==> config.mk <==
export PLATFORM = sky130hd
export DESIGN_NAME = eth_txsched
export DESIGN_NICKNAME = d
export VERILOG_FILES = /design/src/rtl/eth_txsched.sv
export SDC_FILE = /design/constraint.sdc
export NUM_CORES = 1
export LEC_CHECK = 0
export ABC_AREA = 1
export BUFFER_PORTS_ARGS = -buffer_cell sky130_fd_sc_hd__buf_4
export CAP_MARGIN = 20
export CORE_AREA = 3 3 175 177
export DETAILED_ROUTE_END_ITERATION = 16
export DIE_AREA = 0 0 178 180
export GPL_TIMING_DRIVEN = 0
export PLACE_DENSITY = 0.52
export SKIP_LAST_GASP = 1
export SLEW_MARGIN = 40
export SYNTH_ARGS = -nofsm -noshare
export SYNTH_HDL_FRONTEND = slang
export SYNTH_SLANG_ARGS = --single-unit
==> constraint.sdc <==
create_clock -name clk -period 2.2 [get_ports clk]
set_input_delay 0.22 -clock clk [delete_from_list [all_inputs] [get_ports clk]]
set_output_delay 0.22 -clock clk [all_outputs]
set_load 0.01 [all_outputs]
==> src/rtl/eth_txsched.sv <==
// Four-source packet round-robin scheduler into the shared Ethernet TX FIFO.
// Optional per-source packet counters: define ETH_TXSCHED_STATS_EN.
module eth_txsched #(
  parameter int unsigned MAX_BEATS = 256,
  parameter int unsigned CNT_W     = 16
) (
  input  logic                  clk,
  input  logic                  rst,
  input  logic [3:0][73:0]      src_dout,
  input  logic [3:0]            src_empty,
  output logic [3:0]            src_rd_en,
  output logic [75:0]           din,
  input  logic                  full,
  output logic                  wr_en,
  output logic [3:0]            err_trunc,
  input  logic                  err_clr,
  output logic [3:0][CNT_W-1:0] pkt_cnt
);

  localparam int unsigned BW = $clog2(MAX_BEATS + 1);

  typedef enum logic [1:0] {
    IDLE = 2'd0,
    XFER = 2'd1,
    DROP = 2'd2
  } state_t;

  state_t        state;
  logic [1:0]    grant;
  logic [1:0]    last_grant;
  logic [1:0]    next_grant;
  logic [BW-1:0] beat_cnt;
  logic [73:0]   head;
  logic          tlast;
  logic          pop;
  logic          pkt_done;
  logic          at_limit;
  logic          any_req;

  // Pop decode and round-robin pick starting just after the last winner
  always_comb begin
    head      = src_dout[grant];
    tlast     = head[1];
    pop       = ((state == XFER) && !src_empty[grant] && !full) ||
                ((state == DROP) && !src_empty[grant]);
    src_rd_en = '0;
    if (pop) src_rd_en[grant] = 1'b1;
    pkt_done  = pop && tlast;
    at_limit  = (beat_cnt + BW'(1)) == BW'(MAX_BEATS);
    any_req   = ~&src_empty;
    next_grant = last_grant;
    for (int k = 4; k >= 1; k--) begin
      if (!src_empty[last_grant + 2'(k)]) next_grant = last_grant + 2'(k);
    end
  end

  always_ff @(posedge clk) begin
    if (rst) begin
      state      <= IDLE;
      grant      <= 2'd0;
      last_grant <= 2'd3;
      beat_cnt   <= '0;
      wr_en      <= 1'b0;
      din        <= '0;
      err_trunc  <= '0;
    end else begin
      wr_en <= 1'b0;
      // A truncation set below overrides this clear for its own bit
      if (err_clr) err_trunc <= '0;
      case (state)
        IDLE: begin
          if (any_req) begin
            grant    <= next_grant;
            beat_cnt <= '0;
            state    <= XFER;
          end
        end
        XFER: begin
          if (pop) begin
            wr_en    <= 1'b1;
            din      <= {grant, head};
            beat_cnt <= beat_cnt + BW'(1);
            if (tlast) begin
              last_grant <= grant;
              state      <= IDLE;
            end else if (at_limit) begin
              din              <= {grant, head[73:2], 1'b1, head[0]};
              err_trunc[grant] <= 1'b1;
              state            <= DROP;
            end
          end
        end
        DROP: begin
          if (pkt_done) begin
            last_grant <= grant;
            state      <= IDLE;
          end
        end
        default: state <= IDLE;
      endcase
    end
  end

`ifdef ETH_TXSCHED_STATS_EN
  // Counts completed packets, truncated ones included, at their tlast pop
  always_ff @(posedge clk) begin
    if (rst) begin
      pkt_cnt <= '0;
    end else if (pkt_done) begin
      pkt_cnt[grant] <= pkt_cnt[grant] + CNT_W'(1);
    end
  end
`else
  assign pkt_cnt = '0;
`endif

endmodule

==> flow_metrics.tcl <==
set metrics [dict create \
    hold_viol 0 \
    grtUsageTotal_pct 20.8 \
    grt_pass1_wl_mm 50.6 \
    syn_inst 1005 \
    final_nets 1772 \
    status "complete, no violations" \
    tightest_slew_ns 0.758 \
    drc 0 \
    use_met1_pct 26.8 \
    drive_above_1_share_pct 34.7 \
    cts_resized 7 \
    first_pass_iters 5 \
    gp_congestion 0.904 \
    max_cap_violations 0 \
    die_width_um 178 \
    synth_top_area_share_pct 30.6 \
    cellLeakagePower_nw 4.95 \
    grt_start_max_net_pins 17 \
    start_util_pct 21.4 \
    cp.required_ns 2.48 \
    crit_end "din[13]" \
    min_period_ns 2.07 \
    synth_area_leaders "dfxtp_1, nand2_1, nand3_1" \
    finish.utilization_pct 35.0 \
    worstPathArrival_ns 2.35 \
    final_common_cell "buf_4" \
    powerDensity_nw_per_um2 596 \
    antenna_cells 0 \
    cts_hold_buf 0 \
    synth_cell_types 26 \
    synth_top_area_cell "dfxtp_1" \
    postCtsSetupBuffers 0 \
    cts_buffers 9 \
    io_buffer_count 388 \
    row_count 63 \
    syn_area_um2 6290 \
    grt_remaining_overflow 0 \
    crit_path_start "grant[0]" \
    ctsHtreeMaxLevel 3 \
    dieHeight_um 180 \
    dieArea_um2 32000 \
    r2r_start "grant[0]" \
    critPathKind "flop to flop" \
    core_um2 29400 \
    cts_tree "yes" \
    slew_headroom_pct 49.5 \
    cp_max_fo 19 \
    final-seq-area_um2 1920 \
    dp_hpwl_mm 28.6 \
    reg2reg_to "din[13]" \
    vias 8542 \
    cts_buffer_depth 2 \
    ant_nets 0 \
    multi_input_area_um2 3650 \
    cts_root_buffer "clkbuf_16" \
    antenna_found_initial 1 \
    skew_ns 0.00884 \
    syn_area_per_cell_um2 6.26 \
    maxSlewViolCount 0 \
    vias_per_cell 4.59 \
    holdCritPathClass "input pin to flop" \
    area_growth_pct 63.5 \
    finalPower_mw 6.13 \
    clock_latency_ns 0.35 \
    drt_iter0_markers 521 \
    postRouteWirelength_mm 35.1 \
    r2r_cells 8 \
    cp-end-kind "flop" \
    grt_busiest_layer "met2" \
    period_share_pct 94.2 \
    grt_pass1_vias 8244 \
    clk_pin_slew_ns 0.08 \
    setup_viol 0 \
    r2r_setup_slack_ns 0.13 \
    maxClockFrequency_mhz 483 \
    grt_util_met2_pct 35.6 \
    ios 453 \
    setup_tns_ns 0 \
    ys_warn_count 0 \
    final_cell_mix "buf_4, nand2_1, nand3_1, a21oi_1, dfxtp_1" \
    ys_seq_area_share_pct 30.6 \
    routedWlPerCell_um 18.9 \
    synth.ff_latch_count 96 \
    grt_use_met3_pct 3.82 \
    irDropWorstVdd_mv 0.304 \
    fillers 3284 \
    rsz0062_at_grt "false" \
    worstSetupStartpointType "flop" \
    clkSinkCount 96 \
]
-- per-stage QoR --
stage	setup slack [ns]	area [um2]	hold slack [ns]	std cells
after floorplan	0.673	6530	0.409	1068
after global placement	-0.177	9930	0.453	1846
after detailed placement	-0.200	9930	0.458	1846
after CTS	-0.135	10300	0.131	1861
after global routing	0.00273	10300	0.151	1860
final	0.128	10300	0.142	1860
-- cell usage after synthesis --
cell and n:
nand2_1 285, nor2_4 1, conb_1 1, a21oi_1 125
nand3_2 3, clkbuf_1 45, nand3_1 192, nor2_2 1
buf_2 12, ha_1 2, and2_1 1, buf_6 5
nand4_1 46, dfxtp_1 96, buf_1 8, o21ai_1 29
nand3b_1 1, o21ai_0 15, nor2_1 27, nand2_2 1
nor3_1 3, buf_4 71, inv_1 28, o21bai_1 1
o211ai_1 2, inv_2 4
-- how the worst min path moves through the flow --
| stage | endpoint | cells past startpoint | slack, ns | startpoint |
|---|---|---|---|---|
| after floorplan | din[41] | 2 | 0.41 | src_dout[263] |
| after global placement | din[51] | 2 | 0.45 | din[51] |
| after detailed placement | err_trunc[2] | 2 | 0.46 | err_trunc[2] |
| after CTS | din[16] | 3 | 0.13 | src_dout[238] |
| after global routing | din[4] | 3 | 0.15 | src_dout[226] |
| final | din[63] | 3 | 0.14 | src_dout[285] |
-- logic make-up (layout without fill, tap and decap cells) --
kind of cell	count (synthesis)	after routing	synth area share (%)
buffers and inverters	173	575	15.4
AND/OR/NAND/NOR	561	561	39.8
AO/OA/AOI/OAI	172	172	13.8
adder cells (fa/ha/maj)	2	2	0.398
flip-flops	96	96	30.6
other	1	64	0.0596
-- layout make-up --
class | instances | area share [%]
clock inverter | 6 | 0.888
multi-input combinational | 799 | 35.5
tap | 390 | 4.75
buffer | 140 | 8.51
inverter | 32 | 1.17
clock buffer | 9 | 2.19
sequential | 96 | 18.7
timing repair buffer | 388 | 28.3
-- critical path: stages, from the launching register on --
cell     delay [ns]
dfxtp_1        0.30
buf_4          0.17
inv_2          0.16
buf_4          0.34
buf_1          0.49
nand3_1        0.20
nand4_1        0.17
nand2_1        0.06
a21oi_1        0.11
-- where the power goes --
group	internal [mW]	leakage (nW)	switching, mW	total [mW]
combinational	1.01	4.01	1.44	2.45
clock	1.00	0.157	0.739	1.74
sequential	1.86	0.781	0.0747	1.94
-- flip-flops by register name, indices dropped and copies added, names as in the netlist --
register	count
state	2
err_trunc	4
beat_cnt	9
wr_en	1
din	76
grant	2
last_grant	2
-- per-layer routing --
layer,up-vias,share of wire (%)
met5,-,0.057
met4,2,2.2
met3,44,6.0
met2,336,49
met1,3972,42
li1,4188,-
(Power assumes the default switching activity.)
